`config.mk`:
```
export PLATFORM = sky130hd
export DESIGN_NAME = immediate_generator_rv32
export DESIGN_NICKNAME = d
export VERILOG_FILES = /design/src/rtl/immediate_generator_rv32.sv
export SDC_FILE = /design/constraint.sdc
export NUM_CORES = 1
export LEC_CHECK = 0
export ABC_AREA = 1
export CAP_MARGIN = 25
export CORE_MARGIN = 2
export CORE_UTILIZATION = 29
export DETAILED_ROUTE_END_ITERATION = 10
export PLACE_DENSITY = 0.86
export SYNTH_ARGS = -nofsm -noshare
export SYNTH_HDL_FRONTEND = slang
export SYNTH_SLANG_ARGS = --single-unit
```
`constraint.sdc`:
```
create_clock -name vclk -period 2.19
set_clock_uncertainty 0.05 [all_clocks]
set_input_delay 0.657 -clock vclk [all_inputs]
set_output_delay 0.657 -clock vclk [all_outputs]
set_load 0.01 [all_outputs]
```
`src/rtl/immediate_generator_rv32.sv`:
```
// -----------------------------------------------------------------------------
// immediate_generator_rv32
//
// Decode-stage immediate extractor for RV32I. Picks the I/S/B/U/J immediate
// out of a 32-bit instruction word, based only on the opcode, and
// sign-extends it to a 32-bit operand. The result feeds the ALU operand mux
// and the branch/jump target adder.
//
// Parameters
//   REGISTER_OUTPUT : 0 -> imm_out, imm_type and valid_out are combinational
//                          (zero latency; clk and rst have no effect)
//                     1 -> outputs are registered (one cycle of latency)
//
// Ports
//   clk       in   1   rising-edge clock (only matters when REGISTER_OUTPUT=1)
//   rst       in   1   asynchronous, active-high reset
//   instr     in  32   instruction word
//   valid_in  in   1   instr is valid this cycle
//   imm_out   out 32   decoded immediate
//   valid_out out  1   imm_out is valid
//   imm_type  out  3   0 none, 1 I, 2 S, 3 B, 4 U, 5 J (6 CSR uimm)
//
// Build option
//   IMM_GEN_ZICSR_EN : when defined, SYSTEM opcode 1110011 is decoded.
//                      funct3 101/110/111 gives the 5-bit CSR uimm
//                      (imm_type 6). Other funct3 values decode as I-type.
//                      When undefined, SYSTEM is an unknown opcode.
// -----------------------------------------------------------------------------
module immediate_generator_rv32 #(
    parameter int REGISTER_OUTPUT = 0
) (
    input  logic        clk,
    input  logic        rst,
    input  logic [31:0] instr,
    input  logic        valid_in,
    output logic [31:0] imm_out,
    output logic        valid_out,
    output logic [2:0]  imm_type
);

    localparam logic [6:0] OP_IMM    = 7'b0010011;
    localparam logic [6:0] OP_LOAD   = 7'b0000011;
    localparam logic [6:0] OP_JALR   = 7'b1100111;
    localparam logic [6:0] OP_STORE  = 7'b0100011;
    localparam logic [6:0] OP_BRANCH = 7'b1100011;
    localparam logic [6:0] OP_LUI    = 7'b0110111;
    localparam logic [6:0] OP_AUIPC  = 7'b0010111;
    localparam logic [6:0] OP_JAL    = 7'b1101111;
`ifdef IMM_GEN_ZICSR_EN
    localparam logic [6:0] OP_SYSTEM = 7'b1110011;
`endif

    localparam logic [2:0] T_NONE = 3'd0;
    localparam logic [2:0] T_I    = 3'd1;
    localparam logic [2:0] T_S    = 3'd2;
    localparam logic [2:0] T_B    = 3'd3;
    localparam logic [2:0] T_U    = 3'd4;
    localparam logic [2:0] T_J    = 3'd5;
`ifdef IMM_GEN_ZICSR_EN
    localparam logic [2:0] T_CSR  = 3'd6;
`endif

    logic [6:0]  opcode;
    logic [31:0] imm_d;
    logic [2:0]  type_d;
    logic [31:0] imm_q;
    logic [2:0]  type_q;
    logic        valid_q;

    assign opcode = instr[6:0];

    // Only the opcode steers the decode; each branch touches only the bits of
    // its own format, so unknown bits elsewhere in instr cannot leak through.
    always_comb begin
        imm_d  = 32'd0;
        type_d = T_NONE;
        case (opcode)
            OP_IMM, OP_LOAD, OP_JALR: begin
                // Shift-immediate forms are deliberately not special-cased.
                imm_d  = {{20{instr[31]}}, instr[31:20]};
                type_d = T_I;
            end
            OP_STORE: begin
                imm_d  = {{20{instr[31]}}, instr[31:25], instr[11:7]};
                type_d = T_S;
            end
            OP_BRANCH: begin
                imm_d  = {{19{instr[31]}}, instr[31], instr[7], instr[30:25],
                          instr[11:8], 1'b0};
                type_d = T_B;
            end
            OP_LUI, OP_AUIPC: begin
                imm_d  = {instr[31:12], 12'd0};
                type_d = T_U;
            end
            OP_JAL: begin
                imm_d  = {{11{instr[31]}}, instr[31], instr[19:12], instr[20],
                          instr[30:21], 1'b0};
                type_d = T_J;
            end
`ifdef IMM_GEN_ZICSR_EN
            OP_SYSTEM: begin
                // funct3 = 1xx with a non-zero low pair selects the
                // immediate CSR forms (CSRRWI/CSRRSI/CSRRCI).
                if (instr[14] && (instr[13:12] != 2'b00)) begin
                    imm_d  = {27'd0, instr[19:15]};
                    type_d = T_CSR;
                end else begin
                    imm_d  = {{20{instr[31]}}, instr[31:20]};
                    type_d = T_I;
                end
            end
`endif
            default: begin
                imm_d  = 32'd0;
                type_d = T_NONE;
            end
        endcase
    end

    // Output register: valid follows valid_in every edge, the payload only
    // loads on a valid cycle and otherwise holds the last decoded value.
    always_ff @(posedge clk or posedge rst) begin
        if (rst) begin
            valid_q <= 1'b0;
            imm_q   <= 32'd0;
            type_q  <= T_NONE;
        end else begin
            valid_q <= valid_in;
            if (valid_in) begin
                imm_q  <= imm_d;
                type_q <= type_d;
            end
        end
    end

    // In the combinational build the register above has no load and is
    // removed by synthesis.
    assign imm_out   = (REGISTER_OUTPUT != 0) ? imm_q   : imm_d;
    assign imm_type  = (REGISTER_OUTPUT != 0) ? type_q  : type_d;
    assign valid_out = (REGISTER_OUTPUT != 0) ? valid_q : valid_in;

endmodule

```
==> impl_summary.txt, run 1 <==
----------------------------------------------------
[Clock network]
  Cts hold-fix bufs ... 0

[Timing]
  Transition at the pin with the smallest max-transition slack ... 0.260 ns
  Worst hold margin ... 1.26 ns
  Final clock period utilization by the worst path ... 112%
  Highest Clock Rate ... 408 MHz
  Pins Over Slew Limit ... 0
  Minimum clock period ... 2.45 ns
  Final worst slack ... -0.262 ns
  Number of setup violations in the final report ... 34
  RSZ-0062 raised after global routing ... true
  Final Hold Violating Endpoints ... 0
  Worst relative slew slack ... 82.6%

[Yosys]
  Syn_area_per_cell ... 4.42 um^2
  Number of instances in the synthesized netlist ... 142
  Yosys synthesis warning count ... 0
  Number of distinct standard cells referenced by the synthesized netlist ... 13
  Mapped Area ... 628 um^2
  Syn_nets ... 177
  Share of the yosys chip area belonging to registers ... 0%

[Pwr]
  Power density over the cells ... 111 nW/um^2
  Logic pwr share ... 100.0%
  Clock Power Share ... 0%
  Internal power summed over all cells ... 0.105 mW
  Proportion of power drawn by flip-flops and latches ... 0%
  Worst vdd ir ... 0.0924 mV
  Leakage power ... 1.03 nW
  Net Sw Frac ... 46.1%
  NetSw ... 0.0897 mW

[Critical path]
  Launching element type of the critical path ... input pin
  Classification of the worst setup path ... input pin to output pin
  WP data required ... 1.48 ns
  Worst EP arrival ... 1.75 ns
  CP max FO ... 6
  Setup crit end kind ... output pin

[Layout]
  Number of flip-flops and latches ... 0
  Fraction of final layout cells with drive strength greater than 1 ... 50.4%
  Clock buffer instance count of the final layout ... 0
  Multi-input combinational cell area ... 742 um^2
  Fillers ... 87
  Top library cells by usage in the layout, fill and taps aside ... nand2_1, buf_6, clkdlybuf4s50_1, nand2_4, inv_1
  Footprint of the flip-flops and latches ... 0 um^2
  Area added between synthesis and finish ... 179%
  Final design utilization ... 87.7%
  Fin area ... 1760 um^2
  Leading cell type in the layout, fill and taps excluded ... nand2_1
  Number of antenna repair diodes ... 0
  Final layout net count ... 267

[Hold path]
  Worst Hold Depth ... 0
  Worst min-delay path startpoint ... valid_in
  End of the worst hold path ... valid_out
  Hold Path Class ... input pin to output pin

[GRT]
  Antenna violations before repair ... 0
  Via count of the first global-routing pass ... 1191
  Maximum number of pins on one net before global-route repair ... 13
  Global-route wire length before repair ... 4.98 mm
  Remaining global-route overflow ... 0
  Total routing usage reported by global routing ... 24.3%

[Drt]
  Wirelength per Cell ... 15.5 um
  Met3 wire len ... 315 um
  Wire length reported by the detailed router ... 4.00 mm
  Top sig layer ... met4
  Met1 WL ... 1.37 mm
  Total number of vias ... 1321
  Per-cell via count in the routed design ... 5.14
  DR WL met2 ... 2.14 mm
  Number of design-rule violations left by the first detailed-router iteration ... 36
  Iteration count of the initial detailed-routing pass ... 4
  Remaining antenna violation count after routing ... 0
  DRC violations left ... 0

[Die]
  Die Wd ... 50.5 um
  Die height ... 50.5 um
  Effective utilization at floorplan ... 31.4%
  Placeable core area ... 2000 um^2
  Area of the die ... 2550 um^2
  Total I/O pin count ... 71
  Total number of placement rows ... 16

[Outcome]
  Violations in the final reports ... negative setup slack
  Status ... complete, but fails checks

[Place]
  Standard cell area after detailed placement ... 1370 um^2
  Port Buffer Count ... 67
  HPWL after DPL ... 1.92 mm
  Placer congestion estimate ... 0.781

[Flow run]
  Max Cap Viol ... 0

----------------------------------------------------
how the worst max path moves through the flow:
stage / to / start / slack [ns]
final: imm_out[30] / instr[3] / -0.26
after global routing: imm_out[20] / instr[3] / -0.28
after CTS: imm_out[29] / instr[4] / -0.20
after detailed placement: imm_out[8] / instr[2] / -0.94
after global placement: imm_out[8] / instr[4] / -0.89
after floorplan: imm_out[27] / instr[4] / 0.06
cell usage after synthesis, drive strengths merged:
| master | n | area (um^2) |
|---|---|---|
| nand2 | 71 | 287 |
| nand3 | 22 | 115 |
| nor2 | 17 | 81.3 |
| o21ai | 1 | 5.00 |
| inv | 26 | 97.6 |
| buf | 5 | 42.5 |
worst max-delay path, stage by stage:
cell and delay [ns]:
buf_6 0.11, inv_4 0.06, nand2_2 0.07, nor2_4 0.20, nand2_4 0.12, nand3_4 0.12, nand2_8 0.08, buf_12 0.16
nand2_4 0.06, buf_6 0.10
cells by family after synthesis:
family / Yosys count / share of synthesized area (%)
compound gates: 1 / 0.796
buf+inv: 31 / 22.3
simple gates: 110 / 76.9
layout make-up:
type | count | area share [%]
Timing Repair Buffer | 93 | 49.8
Multi-Input combinational cell | 111 | 42.3
Inverter | 26 | 5.99
Tap cell | 27 | 1.92
power by group through the flow:
stage          Combinational [mW]  Clock, mW  Sequential, mW
2_1_floorplan              0.0441          0               0
3_3_place_gp                0.143          0               0
3_5_place_dp                0.145          0               0
4_1_cts                     0.159          0               0
5_1_grt                     0.205          0               0
6_report                    0.195          0               0
metal layers:
metal	global-route usage, %	vias to the layer above
li1	-	596
met1	24.7	618
met2	50.4	91
met3	3.87	16
met4	4.95	0
met5	0	-
metrics by stage:
step | setup slack [ns] | std cells | total power, mW | TNS (ns)
global route | -0.281 | 257 | 0.205 | -7.54
detailed placement | -0.944 | 241 | 0.145 | -31.45
global placement | -0.889 | 241 | 0.143 | -30.22
floorplan | 0.0613 | 142 | 0.0441 | 0
CTS | -0.200 | 255 | 0.159 | -4.44
finish | -0.262 | 257 | 0.195 | -6.93
repair_timing:
action                                  4_1_cts  5_1_grt
setup buffers                                16        2
cloned                                        1        0
endpoints found under the setup margin       35       35
resized for setup                           218       59
endpoints found under the hold margin         0        0
pin swaps                                    16       11
No activity file was read; power rests on OpenSTA's default activity.
==> inputs of run 2 (changes only) <==
SKIP_LAST_GASP = 1   (was default)
==> run 2 against run 1 <==
- the flow still finishes with violations (negative setup slack)
- non-clock buffer count did not move
- first-iteration DRC count is 39% lower
- global-route usage is the same
- fmax is 2.3% higher
- design area shrank 0.86%
- routed wire length down 10%
- final cell count stayed put
- clock-buffer cell count stayed put
- via count fell by 3.2%
==> impl_summary.txt, run 2 (same netlist as run 1, synthesis figures left out) <==
----------------------------------------------------
[Outcome]
  Status ... complete, but fails checks
  Violations in the final reports ... negative setup slack

[Place]
  Placed insts ... 241 (unchanged)
  Standard cell area after detailed placement ... 1370 um^2 (unchanged)
  Port Buffer Count ... 67 (unchanged)
  HPWL after DPL ... 1.92 mm (unchanged)
  Placer congestion estimate ... 0.781 (unchanged)

[Drt]
  Wire length reported by the detailed router ... 3.59 mm (-10%)
  Number of design-rule violations left by the first detailed-router iteration ... 22 (-39%)
  Wirelength per Cell ... 14.0 um (-10%)
  DRC violations left ... 0 (unchanged)
  Remaining antenna violation count after routing ... 0 (unchanged)
  Iteration count of the initial detailed-routing pass ... 4 (unchanged)
  Per-cell via count in the routed design ... 4.98 (-3.2%)
  Total number of vias ... 1279 (-3.2%)

[Die]
  Die height ... 50.5 um (unchanged)
  Area of the die ... 2550 um^2 (unchanged)
  Total I/O pin count ... 71 (unchanged)
  Placeable core area ... 2000 um^2 (unchanged)
  Die Wd ... 50.5 um (unchanged)
  Effective utilization at floorplan ... 31.4% (unchanged)
  Total number of placement rows ... 16 (unchanged)

[Layout]
  Leading cell type in the layout, fill and taps excluded ... nand2_1
  Final layout net count ... 267 (unchanged)
  Fin area ... 1740 um^2 (-0.86%)
  Fraction of final layout cells with drive strength greater than 1 ... 50.4% (unchanged)
  Clock buffer instance count of the final layout ... 0 (unchanged)
  Number of antenna repair diodes ... 0 (unchanged)
  Final design utilization ... 86.9% (-0.75 points)
  Top library cells by usage in the layout, fill and taps aside ... nand2_1, buf_6, clkdlybuf4s50_1, inv_1, nand2_4
  Area added between synthesis and finish ... 177%
  Number of cells in the finished layout apart from fillers ... 257 (unchanged)
  Footprint of the flip-flops and latches ... 0 um^2 (unchanged)
  Number of flip-flops and latches ... 0 (unchanged)

[Critical path]
  Worst EP arrival ... 1.69 ns (-0.06 ns)
  Stage delay of the slowest cell on the critical path ... 0.17 ns (-0.03 ns)
  CP max-delay cell ... nor2_4
  Launching element type of the critical path ... input pin
  WP data required ... 1.48 ns (about the same)
  Category of cells accounting for the largest share of critical-path delay ... simple AND/OR/NAND/NOR gates
  Worst Path Buf+Inv ... 4 (unchanged)
  Most repeated library cell on the critical path ... buf_6
  CP max FO ... 6 (unchanged)
  Series of cell instances along the critical path ... buf_6, inv_4, nand2_2, nor2_4, nand2_4, nand3_4, nand2_8, buf_6, nand2_2, buf_6
  Setup crit end kind ... output pin
  Classification of the worst setup path ... input pin to output pin

[GRT]
  Met3 demand-to-capacity share in global routing ... 3.87% (unchanged)
  Met1 layer usage reported by global route ... 24.7% (unchanged)
  Busiest metal layer after global routing ... met2
  Via count of the first global-routing pass ... 1191 (unchanged)
  Antenna violations before repair ... 0 (unchanged)
  Remaining global-route overflow ... 0 (unchanged)
  Maximum number of pins on one net before global-route repair ... 13 (unchanged)
  Global-route wire length before repair ... 4.98 mm (unchanged)
  Total routing usage reported by global routing ... 24.3% (unchanged)
  Met2 Track Usage GR ... 50.4% (unchanged)

[Timing]
  Minimum clock period ... 2.40 ns (-0.0559 ns)
  Setup total negative slack ... -4.88 ns (+2.05 ns)
  Highest Clock Rate ... 417 MHz (+2.3%)
  RSZ-0062 raised after global routing ... true
  Final Hold Violating Endpoints ... 0 (unchanged)
  Final worst slack ... -0.206 ns (+0.0559 ns)
  Final clock period utilization by the worst path ... 109% (-2.6 points)
  Pins Over Slew Limit ... 0 (unchanged)
  Transition at the pin with the smallest max-transition slack ... 0.220 ns (-0.0401 ns)
  Worst relative slew slack ... 85.3% (+2.7 points)
  Number of setup violations in the final report ... 33 (-2.9%)

[Flow run]
  Max Cap Viol ... 0 (unchanged)

[Pwr]
  Total power after layout ... 0.190 mW (-2.3%)
  Power density over the cells ... 109 nW/um^2 (-1.5%)
  Worst vdd ir ... 0.0931 mV (+0.69%)
  Leakage power ... 1.03 nW (-0.22%)

[Clock network]
  Cts hold-fix bufs ... 0 (unchanged)

[Hold path]
  Hold Path Class ... input pin to output pin

----------------------------------------------------
## run 2: final timing paths
path,startpoint,to,slack (ns),cells after the start
min,valid_in,valid_out,1.26,0
max,instr[3],imm_out[20],-0.21,10
## run 2: repair_timing
item / CTS / global route
endpoints found under the setup margin: 35 / 35
buffers inserted: 16 / 2
resized for setup: 218 / 55
pin swaps: 16 / 11
hold endpoints to repair: 0 / 0
gates cloned: 1 / 0
## run 2: layout make-up
| type | instances | area [um^2] |
|---|---|---|
| tap | 27 | 33.8 |
| inverter | 26 | 105 |
| fill | 98 | 262 |
| timing repair buffer | 93 | 865 |
| multi-input combinational | 111 | 737 |
## run 2: stage by stage
step / hold WS (ns) / setup WS, ns
after floorplan: 1.35 / 0.0613
after global placement: 1.26 / -0.889
after detailed placement: 1.26 / -0.944
after CTS: 1.26 / -0.200
after global routing: 1.26 / -0.266
final: 1.26 / -0.206
## run 2: power by group
group          internal, mW  switching, mW
combinational         0.104         0.0859
clock                     0              0
sequential                0              0
total                 0.104         0.0859
## run 2: per-layer routing
layer | vias to the layer above | part of all wire, %
met1 | 599 | 35
met3 | 10 | 6.8
met2 | 73 | 57
met4 | 0 | 1.7
li1 | 597 | -
met5 | - | 0
